==> config.mk <==
export PLATFORM = sky130hd
export DESIGN_NAME = prim_arbiter_wrr
export DESIGN_NICKNAME = d
export VERILOG_FILES = /design/src/rtl/prim_arbiter_pkg.sv /design/src/rtl/prim_arbiter_rr_pick.sv /design/src/rtl/prim_arbiter_wrr.sv
export SDC_FILE = /design/constraint.sdc
export NUM_CORES = 1
export LEC_CHECK = 0
export BUFFER_PORTS_ARGS = -buffer_cell sky130_fd_sc_hd__buf_4
export CORE_AREA = 2 2 135 137
export DETAILED_ROUTE_END_ITERATION = 10
export DIE_AREA = 0 0 137 139
export PLACE_DENSITY = 0.63
export SYNTH_ARGS = -nofsm -noshare
export SYNTH_HDL_FRONTEND = slang
export SYNTH_SLANG_ARGS = --single-unit
==> constraint.sdc <==
create_clock -name clk_i -period 3.95 [get_ports clk_i]
set_input_delay 0.79 -clock clk_i [delete_from_list [all_inputs] [get_ports clk_i]]
set_output_delay 0.79 -clock clk_i [all_outputs]
set_load 0.005 [all_outputs]
==> src/rtl/prim_arbiter_pkg.sv <==
// Shared types and bit-vector helpers for the arbiter primitives.
package prim_arbiter_pkg;

  typedef enum logic {
    ArbModeWrr  = 1'b0,
    ArbModePrio = 1'b1
  } arb_mode_e;

  // Widest request vector the helpers accept; callers zero-extend.
  localparam int MaxN = 64;

  function automatic logic [MaxN-1:0] lowest_one(input logic [MaxN-1:0] v);
    return v & (~v + MaxN'(1));
  endfunction

  function automatic int unsigned oh_index(input logic [MaxN-1:0] oh);
    int unsigned r;
    r = 0;
    for (int k = 0; k < MaxN; k++) begin
      if (oh[k]) r = r | unsigned'(k);
    end
    return r;
  endfunction

endpackage

==> src/rtl/prim_arbiter_rr_pick.sv <==
// Round-robin leading-one pick: lowest request above the mask, else wrap to lowest request.
module prim_arbiter_rr_pick
  import prim_arbiter_pkg::*;
#(
  parameter int N    = 8,
  parameter int IdxW = (N > 1) ? $clog2(N) : 1
) (
  input  logic [N-1:0]    req_i,
  input  logic [N-1:0]    mask_i,
  output logic [N-1:0]    onehot_o,
  output logic [IdxW-1:0] idx_o
);

  logic [N-1:0] masked;
  logic [N-1:0] sel;
  logic [N-1:0] below;

  always_comb begin
    masked = req_i & mask_i;
    sel    = (|masked) ? masked : req_i;
    // below[i] = |sel[i-1:0], built as a log-depth prefix OR.
    below  = sel << 1;
    for (int l = 0; l < $clog2(N); l++) begin
      below = below | (below << (1 << l));
    end
    onehot_o = sel & ~below;
    idx_o    = IdxW'(oh_index(MaxN'(onehot_o)));
  end

endmodule

==> src/rtl/prim_arbiter_wrr.sv <==
// N:1 weighted round-robin arbiter with strict-priority mode and stall locking.
module prim_arbiter_wrr
  import prim_arbiter_pkg::*;
#(
  parameter int N          = 8,
  parameter int DW         = 32,
  parameter int WeightW    = 4,
  parameter bit EnDataPort = 1'b1,
  parameter int IdxW       = (N > 1) ? $clog2(N) : 1
) (
  input  logic                 clk_i,
  input  logic                 rst_i,
  input  logic                 req_chk_i,
  input  logic                 mode_i,
  input  logic [N*WeightW-1:0] weight_i,
  input  logic [N-1:0]         req_i,
  input  logic [DW-1:0]        data_i [N],
  output logic [N-1:0]         gnt_o,
  output logic [IdxW-1:0]      idx_o,
  output logic                 valid_o,
  output logic [DW-1:0]        data_o,
  input  logic                 ready_i
);

  // Handshake: valid_o offers the winner; a transfer happens in any cycle with
  // valid_o && ready_i. While valid_o && !ready_i the winner is locked and held.

  logic [N-1:0]       mask_q;
  logic [IdxW-1:0]    last_idx_q;
  logic [WeightW-1:0] cnt_q;
  logic               locked_q;
  logic [IdxW-1:0]    lock_idx_q;

  arb_mode_e          mode;
  logic [N-1:0]       rr_oh;
  logic [IdxW-1:0]    rr_idx;
  logic               hold_lock;
  logic               burst_cont;
  logic [IdxW-1:0]    win_idx;
  logic [N-1:0]       win_oh;
  logic [N-1:0]       win_oh_sh;
  logic [WeightW-1:0] win_w;
  logic               accept;
  logic               stall;

  assign mode = arb_mode_e'(mode_i);

  prim_arbiter_rr_pick #(
    .N    (N),
    .IdxW (IdxW)
  ) u_pick (
    .req_i    (req_i),
    .mask_i   (mask_q),
    .onehot_o (rr_oh),
    .idx_o    (rr_idx)
  );

  always_comb begin
    valid_o    = |req_i;
    hold_lock  = locked_q && req_i[lock_idx_q];
    burst_cont = (mode == ArbModeWrr) && (cnt_q != '0) && req_i[last_idx_q];
    win_idx    = rr_idx;
    win_oh     = rr_oh;
    if (hold_lock) begin
      win_idx = lock_idx_q;
      win_oh  = N'(1) << lock_idx_q;
    end else if (burst_cont) begin
      win_idx = last_idx_q;
      win_oh  = N'(1) << last_idx_q;
    end else if (mode == ArbModePrio) begin
      win_idx = IdxW'(oh_index(lowest_one(MaxN'(req_i))));
      win_oh  = N'(1) << win_idx;
    end
    if (!valid_o) begin
      win_idx = '0;
      win_oh  = '0;
    end
    win_w     = weight_i[int'(win_idx)*WeightW +: WeightW];
    win_oh_sh = win_oh << 1;
    accept    = valid_o && ready_i;
    stall     = valid_o && !ready_i;
    gnt_o     = ready_i ? win_oh : '0;
    idx_o     = win_idx;
  end

  if (EnDataPort) begin : g_data
    assign data_o = valid_o ? data_i[win_idx] : '0;
  end else begin : g_no_data
    assign data_o = '1;
  end

  always_ff @(posedge clk_i) begin
    if (rst_i) begin
      mask_q     <= '0;
      last_idx_q <= '0;
      cnt_q      <= '0;
      locked_q   <= 1'b0;
      lock_idx_q <= '0;
    end else if (accept) begin
      locked_q <= 1'b0;
      mask_q   <= ~(win_oh_sh - N'(1));
      // A stalled-then-accepted burst beat still consumes one credit.
      if (burst_cont && (win_idx == last_idx_q)) begin
        cnt_q <= cnt_q - WeightW'(1);
      end else begin
        cnt_q      <= win_w;
        last_idx_q <= win_idx;
      end
    end else begin
      if (stall) begin
        locked_q   <= 1'b1;
        lock_idx_q <= win_idx;
      end else begin
        locked_q <= 1'b0;
      end
      if (!req_i[last_idx_q]) cnt_q <= '0;
    end
  end

`ifndef SYNTHESIS
  logic [WeightW:0]   streak_n;
  logic [IdxW-1:0]    streak_idx;
  logic [WeightW-1:0] streak_w;
  logic               others_req;

  assign others_req = |(req_i & ~win_oh);

  always_ff @(posedge clk_i) begin
    if (rst_i || !valid_o) begin
      streak_n   <= '0;
      streak_idx <= '0;
      streak_w   <= '0;
    end else if (accept) begin
      if ((mode == ArbModePrio) || !others_req) begin
        streak_n <= '0;
      end else if ((streak_n != '0) && (win_idx == streak_idx)) begin
        streak_n <= streak_n + 1'b1;
      end else begin
        streak_n   <= 1;
        streak_idx <= win_idx;
        streak_w   <= win_w;
      end
    end
  end

  a_gnt_onehot0: assert property (@(posedge clk_i) disable iff (rst_i)
    $onehot0(gnt_o));
  a_gnt_legal: assert property (@(posedge clk_i) disable iff (rst_i)
    (|gnt_o) |-> (ready_i && req_i[idx_o] && gnt_o[idx_o]));
  a_stall_stable: assert property (@(posedge clk_i) disable iff (rst_i)
    (stall && !rst_i) |=> ((idx_o == $past(idx_o)) || !req_i[$past(idx_o)]));
  a_lock_held: assert property (@(posedge clk_i) disable iff (rst_i)
    (req_chk_i && locked_q) |-> req_i[lock_idx_q]);
  a_burst_bound: assert property (@(posedge clk_i) disable iff (rst_i)
    (accept && (mode == ArbModeWrr) && others_req && (streak_n != '0) &&
     (win_idx == streak_idx)) |-> (streak_n <= {1'b0, streak_w}));
  a_known: assert property (@(posedge clk_i) disable iff (rst_i)
    !$isunknown({gnt_o, idx_o, valid_o, data_o}));
`endif

endmodule

==> flow_metrics.env, run 1 <==
export IMPL_status="complete, but fails checks"
export IMPL_failed_checks="setup timing"
export IMPL_tritoncts="yes"
export IMPL_grt_pass1_vias=7280
export IMPL_drv_cap=0
export IMPL_yosysTopAreaCell="mux2i_1"
export IMPL_hold_violations=0
export IMPL_drtPass1Iterations=5
export IMPL_power_switching_mw=1.71
export IMPL_wl_um=30000
export IMPL_p_leak_nw=4.60
export IMPL_synthFlopType="dfxtp_1"
export IMPL_period_share=1.06
export IMPL_final_seq_area_um2=360
export IMPL_cts_sinks=18
export IMPL_total_power_mw=4.04
export IMPL_synth_top_family_by_area="multiplexers"
export IMPL_synth_xor_area_frac=0.00349
export IMPL_vdd_ir_drop_max_mv=0.238
export IMPL_slew_violations=0
export IMPL_relSlewSlack=0.540
export IMPL_syn_instance_count=636
export IMPL_wl_per_cell_um=22.9
export IMPL_multiInputGateArea_um2=4520
export IMPL_htree_num_levels=1
export IMPL_dieArea_um2=19000
export IMPL_holdPathStages=2
export IMPL_mostFrequentLayoutCell="buf_4"
export IMPL_async_reset_ff_frac=0
export IMPL_root_buffer="clkbuf_16"
export IMPL_rows=49
export IMPL_yosysWarningCount=0
export IMPL_die_h_um=139
export IMPL_start_util=0.284
export IMPL_dp_hpwl_um=23700
export IMPL_drc=0
export IMPL_setup_slack_ps=-251
export IMPL_critPathTopFamily="multiplexers"
export IMPL_drive_gt1_frac=0.523
export IMPL_avgViaCountPerCell=5.54
export IMPL_cp_slowest_cell="mux4_2"
export IMPL_synth_area_leaders="mux2i_1 (35%), dfxtp_1 (7.2%), a32o_1 (6.4%), nand2_1 (6.0%), nor2_1 (2.6%)"
export IMPL_nets=1381
export IMPL_core_area_um2=17700
export IMPL_skew_ps=5.08
export IMPL_muxShareOfSynthArea=0.387
export IMPL_ff2ff_path_depth=14
export IMPL_arrival_ps=3410
export IMPL_fin_util=0.548
export IMPL_placed_cell_area_um2=8550
export IMPL_grt_pass1_wl_um=43900
export IMPL_rsz0062_at_grt="yes"
export IMPL_clkPwrFrac=0.052
export IMPL_final_cell_count_no_fill=1310
export IMPL_port_buffers=343
export IMPL_dp_cells=1262
export IMPL_cp_depth=14
export IMPL_setup_violations=32
export IMPL_antenna_found_initial=12
export IMPL_cp_start_kind="input pin"
export IMPL_path_class="input pin to output pin"
export IMPL_final_cell_area_um2=9680
export IMPL_worst_slew_pin_slew_ps=687
export IMPL_crit_buf_inv=6
export IMPL_synth_top_area_frac=0.351
export IMPL_area_delta_synth_final_pct=92.9
export IMPL_path_max_fanout=8
export IMPL_gp_congestion=0.990
export IMPL_synth_area_per_cell_um2=7.89
export IMPL_antenna_left=0
export IMPL_dieWidth_um=137
export IMPL_p_int_mw=2.34
export IMPL_power_density_nw_per_um2=418
export IMPL_critPathMaxStageDelay_ps=550
export IMPL_worstPathCellList="buf_12 -> buf_6 -> mux2_4 -> mux4_2 -> a21oi_2 -> o211ai_2 -> o2bb2ai_4 -> buf_6 -> inv_12 -> buf_4 -> mux2i_1 -> mux2i_1 -> a32o_2 -> buf_6"
export IMPL_cp_required_ps=3160
export IMPL_grt_use_total=0.304
export IMPL_cpMostUsedCell="buf_6"
export IMPL_dr_total_vias=7258
export IMPL_mostFrequentLayoutCells="buf_4 (437), mux2i_1 (161), nand2_1 (79), nor2_1 (33), a32o_1 (28)"
export IMPL_fillers=1695
export IMPL_clockBufferDepth=2
export IMPL_synth_simple_area_share=0.177
export IMPL_crit_path_end_kind="output pin"
export IMPL_yosys_register_bits=18
export IMPL_grt_overflow=0
export IMPL_synth_edf_count=0
export IMPL_seqPwrFrac=0.064
export IMPL_synth_area_um2=5020
export IMPL_pin_count=345
export IMPL_clk_latency_ps=250
export IMPL_drt_iter0_markers=533
export IMPL_yosysSeqAreaShare=0.0718
export IMPL_grt_max_degree=23
export IMPL_finalCriticalPeriod_ps=4200
export IMPL_synth_compound_area_frac=0.272
export IMPL_hold_path_class="flip-flop to flip-flop"
export IMPL_cts_buffers=3
export IMPL_sw_frac_of_total=0.422
export IMPL_ys_types=80
export IMPL_hold_ws_ps=506
export IMPL_comb_power_share=0.884
export IMPL_synth_adder_area_share=0.00499
export IMPL_clk_pin_slew_worst_paths_ps=60
export IMPL_fmax_ghz=0.238
export IMPL_syn_nets=939
[logic make-up (layout without fill, tap and decap cells)]
group	count (synthesis)	in the layout
AO/OA/AOI/OAI	164	164
XOR/XNOR	2	2
adder cells (fa/ha/maj)	2	2
buffers and inverters	77	517
flip-flops	18	18
multiplexers	187	187
other	0	5
AND/OR/NAND/NOR	186	186
[flip-flops by register name (all words and copies together), names as in the netlist]
register,count
cnt_q,4
last_idx_q,3
lock_idx_q,3
locked_q,1
mask_q,7
[tightest hold or removal path, cell delays in order, from the launching register on]
cell and delay (ps):
dfxtp_1 320, nand2_1 60, o211ai_1 70
[power by group through the flow]
stage	Clock [mW]	Sequential (mW)	Combinational, mW
floorplan	0	0.240	1.62
global placement	0	0.258	2.82
detailed placement	0	0.258	2.84
CTS	0.208	0.256	3.46
global route	0.213	0.264	3.77
finish	0.208	0.261	3.57
[synth_stat cells (all sizes together) (4+ instances only)]
| cell type | n |
|---|---|
| o31a | 4 |
| o311ai | 5 |
| mux2i | 177 |
| a221o | 4 |
| a21oi | 16 |
| nor3 | 9 |
| nor4 | 6 |
| o31ai | 5 |
| nand3 | 8 |
| and3 | 8 |
| nor2 | 35 |
| a41oi | 5 |
| a211oi | 11 |
| inv | 14 |
| mux2 | 5 |
| a211o | 7 |
| dfxtp | 18 |
| a21o | 5 |
| a22oi | 4 |
| o21ai | 9 |
| o2111ai | 4 |
| nand4 | 9 |
| mux4 | 5 |
| nand2 | 81 |
| o211ai | 5 |
| and2 | 8 |
| a32o | 32 |
| a31oi | 5 |
| clkbuf | 20 |
| buf | 41 |
| or3 | 6 |
| a21boi | 6 |
[per-stage QoR]
| step | setup WS (ps) | TNS [ps] |
|---|---|---|
| floorplan | -12.0 | -312 |
| global placement | -291 | -7860 |
| detailed placement | -308 | -8690 |
| CTS | -187 | -4180 |
| global route | -285 | -7470 |
| finish | -251 | -5610 |
[final timing paths]
check | slack, ps | from | to
max reg2reg | 590 | last_idx_q[1]$_SDFFE_PP0P_ | cnt_q[1]$_SDFFE_PP0P_
min | 510 | cnt_q[1]$_SDFFE_PP0P_ | cnt_q[1]$_SDFFE_PP0P_
min reg2reg | 510 | cnt_q[1]$_SDFFE_PP0P_ | cnt_q[1]$_SDFFE_PP0P_
max | -250 | req_i[3] | data_o[6]
[per-layer routing]
metal / GRT usage / share of wire / vias to the layer above
li1: - / - / 3391
met1: 0.378 / 0.39 / 3410
met2: 0.500 / 0.48 / 373
met3: 0.110 / 0.11 / 66
met4: 0.0678 / 0.024 / 18
met5: 0 / 0.0039 / -
[area by class of cell]
| type | count | area share |
|---|---|---|
| antenna | 5 | 0.00129 |
| inverter | 16 | 0.00905 |
| multi-input combinational | 541 | 0.467 |
| tap | 229 | 0.0296 |
| sequential | 18 | 0.0372 |
| timing repair buffer | 495 | 0.444 |
| timing repair inverter | 3 | 0.00426 |
| clock buffer | 3 | 0.00775 |
[repair_timing]
action,in CTS,in global routing
hold buffers,0,0
setup buffers,24,3
endpoints found under the hold margin,0,0
pin swaps,24,14
cloned,14,1
resized for setup,91,27
setup endpoints to repair,32,33
Power figures use the tool's default switching activity.
==> run 2, diff against run 1 <==
--- a/config.mk
+++ b/config.mk
@@ -7,9 +7,11 @@
 export LEC_CHECK = 0
 export BUFFER_PORTS_ARGS = -buffer_cell sky130_fd_sc_hd__buf_4
 export CORE_AREA = 2 2 135 137
+export CTS_CLUSTER_DIAMETER = 30
 export DETAILED_ROUTE_END_ITERATION = 10
 export DIE_AREA = 0 0 137 139
 export PLACE_DENSITY = 0.63
+export SKIP_CTS_REPAIR_TIMING = 1
 export SYNTH_ARGS = -nofsm -noshare
 export SYNTH_HDL_FRONTEND = slang
 export SYNTH_SLANG_ARGS = --single-unit
==> run 2 against run 1 <==
Compared with the run above: the run still ends with setup timing left; first-iteration DRC count decreased by 4.1%; total power fell by 11%; clock skew shrank 0.81 ps; die area stayed put; hold slack got worse by 0.95 ps; sequential share of layout area rose by 0.23 points; utilization fell by 3.2 points; global-route usage down 2.3 points; worst setup slack worse by 50 ps; critical path type unchanged; critical endpoint unchanged; largest power group unchanged; highest routed layer unchanged.
==> flow_metrics.env, run 2 (synthesis gave the netlist of run 1 again) <==
export IMPL_cts_sinks=18
export IMPL_nets=1358
export IMPL_r2r_setup_slack_ps=570
export IMPL_placed_cell_area_um2=8550
export IMPL_grt_pass1_vias=6901
export IMPL_drive_gt1_frac=0.499
export IMPL_antenna_left=0
export IMPL_fmax_ghz=0.235
export IMPL_clk_pin_slew_worst_paths_ps=60
export IMPL_ff2ff_path_depth=13
export IMPL_hold_path_class="flip-flop to flip-flop"
export IMPL_mostFrequentLayoutCell="buf_4"
export IMPL_area_delta_synth_final_pct=81.7
export IMPL_dieArea_um2=19000
export IMPL_clockBufferDepth=2
export IMPL_root_buffer="clkbuf_16"
export IMPL_sw_frac_of_total=0.432
export IMPL_seqPwrFrac=0.072
export IMPL_start_util=0.284
export IMPL_reg_top3="mask_q: 7 flops, cnt_q: 4 flops"
export IMPL_p_leak_nw=4.39
export IMPL_drt_iter0_markers=511
export IMPL_post_place_ws_ps=-308
export IMPL_pin_count=345
export IMPL_clk_latency_ps=250
export IMPL_cp_depth=14
export IMPL_die_h_um=139
export IMPL_failed_checks="setup timing"
export IMPL_power_density_nw_per_um2=395
export IMPL_arrival_ps=3460
export IMPL_vdd_ir_drop_max_mv=0.206
export IMPL_crit_buf_inv=6
export IMPL_mostFrequentLayoutCells="buf_4 (442), mux2i_1 (169), nand2_1 (80), nor2_1 (33), a32o_1 (30)"
export IMPL_top_register="mask_q"
export IMPL_path_max_fanout=8
export IMPL_cp_required_ps=3160
export IMPL_comb_power_share=0.871
export IMPL_power_switching_mw=1.56
export IMPL_cp_slowest_cell="mux4_2"
export IMPL_total_power_mw=3.60
export IMPL_grt_pass1_wl_um=40800
export IMPL_drtPass1Iterations=5
export IMPL_worst_slew_pin_slew_ps=659
export IMPL_cts_buffers=3
export IMPL_worstPathCellList="buf_8 -> buf_6 -> mux2_4 -> mux4_2 -> a21oi_2 -> o211ai_2 -> o2bb2ai_4 -> clkinv_8 -> buf_16 -> buf_4 -> mux2i_1 -> mux2i_1 -> a32o_2 -> buf_4"
export IMPL_gp_congestion=0.990
export IMPL_skew_ps=4.27
export IMPL_wl_um=28900
export IMPL_avgViaCountPerCell=5.48
export IMPL_dp_hpwl_um=23700
export IMPL_status="complete, but fails checks"
export IMPL_path_class="input pin to output pin"
export IMPL_port_buffers=343
export IMPL_rows=49
export IMPL_hold_violations=0
export IMPL_critPathTopFamily="multiplexers"
export IMPL_critPathMaxStageDelay_ps=540
export IMPL_grt_use_total=0.281
export IMPL_p_int_mw=2.05
export IMPL_dieWidth_um=137
export IMPL_slew_violations=0
export IMPL_cp_start_kind="input pin"
export IMPL_setup_tns_ps=-7230
export IMPL_setup_slack_ps=-301
export IMPL_drc=0
export IMPL_worst_r2r_endpoint="cnt_q[1]$_SDFFE_PP0P_"
export IMPL_period_share=1.08
export IMPL_wl_per_cell_um=22.5
export IMPL_largest_reg_flops=7
export IMPL_finalCriticalPeriod_ps=4250
export IMPL_final_cell_area_um2=9120
export IMPL_tritoncts="yes"
export IMPL_grt_overflow=0
export IMPL_hold_start="cnt_q[1]$_SDFFE_PP0P_"
export IMPL_setup_violations=32
export IMPL_crit_path_start="req_i[3]"
export IMPL_endpoint="data_o[6]"
export IMPL_crit_path_end_kind="output pin"
export IMPL_antenna_found_initial=10
export IMPL_core_area_um2=17700
export IMPL_reg2reg_from="last_idx_q[1]$_SDFFE_PP0P_"
export IMPL_drv_cap=0
export IMPL_rsz0062_at_grt="yes"
export IMPL_hold_ws_ps=505
export IMPL_clkPwrFrac=0.058
export IMPL_dr_total_vias=7038
export IMPL_relSlewSlack=0.558
export IMPL_htree_num_levels=1
export IMPL_grt_max_degree=31
[run 2: cell count changes in the layout (fill, tap and decap cells not counted), sizes merged]
| cell | delta |
|---|---|
| buf | -25 |
| clkinv | +1 |
| diode | -3 |
| inv | -4 |
| clkbuf | +5 |
[run 2: worst min path at each step]
| stage | endpoint | slack (ps) | cells after the start |
|---|---|---|---|
| after floorplan | mask_q[5]$_SDFFE_PP0P_ | 450 | 2 |
| after global placement | cnt_q[1]$_SDFFE_PP0P_ | 480 | 2 |
| after detailed placement | cnt_q[1]$_SDFFE_PP0P_ | 500 | 2 |
| after CTS | cnt_q[1]$_SDFFE_PP0P_ | 510 | 2 |
| after global routing | cnt_q[1]$_SDFFE_PP0P_ | 530 | 2 |
| final | cnt_q[1]$_SDFFE_PP0P_ | 510 | 2 |
[run 2: tightest hold or removal path: stages (launching register included)]
cell,delay (ps)
dfxtp_1,320
nand2_1,60
o211ai_1,70
[run 2: power groups by stage]
stage	clock network (mW)	logic (mW)	registers, mW
4_1_cts	0.208	2.85	0.254
6_report	0.207	3.14	0.258
2_1_floorplan	0	1.62	0.240
3_5_place_dp	0	2.84	0.258
3_3_place_gp	0	2.82	0.258
5_1_grt	0.213	3.33	0.263
[run 2: area by class of cell]
cell class,count,area (um^2)
Timing Repair Buffer,475,3930
Sequential cell,18,360
Antenna cell,2,5.00
Clock buffer,3,75.1
Fill cell,1766,8540
Multi-Input combinational cell,541,4380
Tap cell,229,287
Inverter,16,77.6
[run 2: layer usage]
metal / vias up / wire (um) / track usage
met5: - / 103 / 0
met4: 16 / 705 / 0.0776
met3: 59 / 3060 / 0.107
met2: 350 / 13800 / 0.453
met1: 3277 / 11200 / 0.349
li1: 3336 / - / -
[run 2: through the flow]
step,utilization,std cells
3_3_place_gp,0.484,1262
5_1_grt,0.516,1282
4_1_cts,0.489,1265
2_1_floorplan,-,636
6_report,0.516,1284
3_5_place_dp,0.484,1262
==> run 3, diff against run 2 <==
--- a/config.mk
+++ b/config.mk
@@ -11,6 +11,7 @@
 export DETAILED_ROUTE_END_ITERATION = 10
 export DIE_AREA = 0 0 137 139
 export PLACE_DENSITY = 0.63
+export SETUP_SLACK_MARGIN = 0.2
 export SKIP_CTS_REPAIR_TIMING = 1
 export SYNTH_ARGS = -nofsm -noshare
 export SYNTH_HDL_FRONTEND = slang
==> run 3 against run 2 <==
Compared with the run above: the run still ends with setup timing left; critical path depth is 1 lower; non-clock buffer count is 10 higher; cell area is 7.2% higher; total power is 11% higher; utilization is 3.7 points higher; largest power group unchanged; critical endpoint is now data_o[8]; highest routed layer unchanged; wire length is 3.3% higher; first-iteration DRC count is 9.0% lower.
==> flow_metrics.env, run 3 (synthesis gave the netlist of run 1 again) <==
export IMPL_mostFrequentLayoutCells="buf_4 (423), mux2i_1 (149), nand2_1 (78), nor2_1 (31), buf_6 (30)"
export IMPL_setup_tns_ps=-6630
export IMPL_worst_r2r_endpoint="cnt_q[1]$_SDFFE_PP0P_"
export IMPL_critPathTopFamily="compound AO/OA/AOI/OAI gates"
export IMPL_nets=1372
export IMPL_fillers=1715
export IMPL_power_switching_mw=1.72
export IMPL_cp_depth=13
export IMPL_setup_violations=32
export IMPL_ff2ff_path_depth=14
export IMPL_grt_use_total=0.276
export IMPL_rows=49
export IMPL_die_h_um=139
export IMPL_hold_ws_ps=503
export IMPL_grt_max_degree=44
export IMPL_path_class="input pin to output pin"
export IMPL_largest_reg_flops=7
export IMPL_r2r_setup_slack_ps=560
export IMPL_seqPwrFrac=0.065
export IMPL_antenna_left=0
export IMPL_p_int_mw=2.26
export IMPL_port_buffers=343
export IMPL_hold_violations=0
export IMPL_grt_overflow=0
export IMPL_core_area_um2=17700
export IMPL_period_share=1.06
export IMPL_worst_slew_pin_slew_ps=734
export IMPL_dp_hpwl_um=23100
export IMPL_pin_count=345
export IMPL_drive_gt1_frac=0.543
export IMPL_clk_latency_ps=260
export IMPL_critPathMaxStageDelay_ps=440
export IMPL_rsz0062_at_grt="yes"
export IMPL_drtPass1Iterations=5
export IMPL_grt_pass1_wl_um=40000
export IMPL_dr_total_vias=7115
export IMPL_finalCriticalPeriod_ps=4200
export IMPL_vdd_ir_drop_max_mv=0.202
export IMPL_crit_path_start="req_i[5]"
export IMPL_relSlewSlack=0.508
export IMPL_wirelength_met1_um=11800
export IMPL_crit_path_end_kind="output pin"
export IMPL_reg2reg_from="last_idx_q[1]$_SDFFE_PP0P_"
export IMPL_worstPathCellList="buf_8 -> a22o_1 -> o41ai_2 -> nand4bb_1 -> a31oi_2 -> o2bb2ai_4 -> buf_8 -> inv_16 -> buf_12 -> mux2i_1 -> nand2_1 -> a32o_1 -> buf_4"
export IMPL_cts_buffers=3
export IMPL_cts_sinks=18
export IMPL_comb_power_share=0.876
export IMPL_hold_path_class="flip-flop to flip-flop"
export IMPL_final_cell_count_no_fill=1303
export IMPL_top_register="mask_q"
export IMPL_power_density_nw_per_um2=408
export IMPL_clkPwrFrac=0.059
export IMPL_wl_per_cell_um=22.9
export IMPL_total_power_mw=3.98
export IMPL_dieArea_um2=19000
export IMPL_arrival_ps=3410
export IMPL_cpMostUsedCell="buf_8"
export IMPL_drt_iter0_markers=465
export IMPL_avgViaCountPerCell=5.46
export IMPL_p_leak_nw=4.57
export IMPL_antenna_found_initial=9
export IMPL_dieWidth_um=137
export IMPL_dr_wl_met2_um=14300
export IMPL_area_delta_synth_final_pct=94.7
export IMPL_path_max_fanout=7
export IMPL_gp_congestion=0.976
export IMPL_skew_ps=3.22
export IMPL_root_buffer="clkbuf_16"
export IMPL_cp_required_ps=3160
export IMPL_mostFrequentLayoutCell="buf_4"
export IMPL_setup_slack_ps=-250
export IMPL_endpoint="data_o[8]"
export IMPL_status="complete, but fails checks"
export IMPL_fmax_ghz=0.238
export IMPL_sw_frac_of_total=0.433
export IMPL_clk_pin_slew_worst_paths_ps=60
export IMPL_tritoncts="yes"
export IMPL_highest_layer="met5"
export IMPL_drc=0
export IMPL_grt_pass1_vias=6729
export IMPL_reg_top3="mask_q: 7 flops, cnt_q: 4 flops"
export IMPL_failed_checks="setup timing"
export IMPL_cp_start_kind="input pin"
export IMPL_drv_cap=0
export IMPL_slew_violations=0
export IMPL_crit_buf_inv=5
export IMPL_start_util=0.284
export IMPL_clockBufferDepth=2
export IMPL_dp_cells=1256
export IMPL_cp_slowest_cell="o41ai_2"
export IMPL_htree_num_levels=1
export IMPL_wl_um=29900
export IMPL_wl_met3_um=2680
run 3: cell types whose count changed in the layout (fill, tap and decap cells not counted), sizes merged:
| cell | previous run | this run |
|---|---|---|
| clkbuf | 9 | 14 |
| clkinv | 3 | 4 |
| buf | 469 | 475 |
| inv | 13 | 16 |
| diode | 2 | 6 |
run 3: final cells by class:
| cell class | count | area [um^2] | area share |
|---|---|---|---|
| multi-input cells | 541 | 4720 | 0.483 |
| repair buffers | 485 | 4160 | 0.426 |
| flip-flops and latches | 18 | 360 | 0.0369 |
| well taps | 229 | 287 | 0.0293 |
| clock buffers | 4 | 88.8 | 0.00909 |
| inverters | 16 | 87.6 | 0.00896 |
| repair inverters | 4 | 56.3 | 0.00576 |
| diodes | 6 | 15.0 | 0.00154 |
run 3: per-layer routing:
layer / track usage / vias up
met5: 0 / -
met2: 0.455 / 300
met4: 0.0895 / 6
met1: 0.336 / 3373
met3: 0.0906 / 64
li1: - / 3372
run 3: worst reg2reg max path, stage by stage (launching register included):
cell and delay (ps):
dfxtp_1 550, buf_4 220, mux2i_1 80, mux4_2 530, buf_4 180, buf_4 150
o21ai_1 150, a221o_1 180, nand2_2 100, inv_4 110, buf_4 200, buf_4 230
mux2i_1 120, a221o_1 360, o211ai_1 160
run 3: worst min path at each step:
| stage | to | from | cells after the start | slack [ps] |
|---|---|---|---|---|
| finish | mask_q[5]$_SDFFE_PP0P_ | mask_q[5]$_SDFFE_PP0P_ | 2 | 500 |
| global route | cnt_q[1]$_SDFFE_PP0P_ | cnt_q[1]$_SDFFE_PP0P_ | 2 | 550 |
| CTS | cnt_q[1]$_SDFFE_PP0P_ | cnt_q[1]$_SDFFE_PP0P_ | 2 | 500 |
| detailed placement | cnt_q[1]$_SDFFE_PP0P_ | cnt_q[1]$_SDFFE_PP0P_ | 2 | 490 |
| global placement | cnt_q[1]$_SDFFE_PP0P_ | cnt_q[1]$_SDFFE_PP0P_ | 2 | 480 |
| floorplan | mask_q[5]$_SDFFE_PP0P_ | mask_q[5]$_SDFFE_PP0P_ | 2 | 450 |
run 3: power by group through the flow:
stage | combinational, mW | clock (mW) | sequential, mW
4_1_cts | 2.83 | 0.231 | 0.256
3_5_place_dp | 2.82 | 0 | 0.260
3_3_place_gp | 2.81 | 0 | 0.259
2_1_floorplan | 1.68 | 0 | 0.240
6_report | 3.49 | 0.233 | 0.258
5_1_grt | 3.68 | 0.244 | 0.264
run 3: per-stage QoR:
step	cell area, um^2	worst slack (ps)	utilization
floorplan	5130	71.7	-
global placement	8520	-405	0.483
detailed placement	8520	-394	0.483
CTS	8610	-398	0.488
global route	9760	-388	0.553
finish	9770	-250	0.553
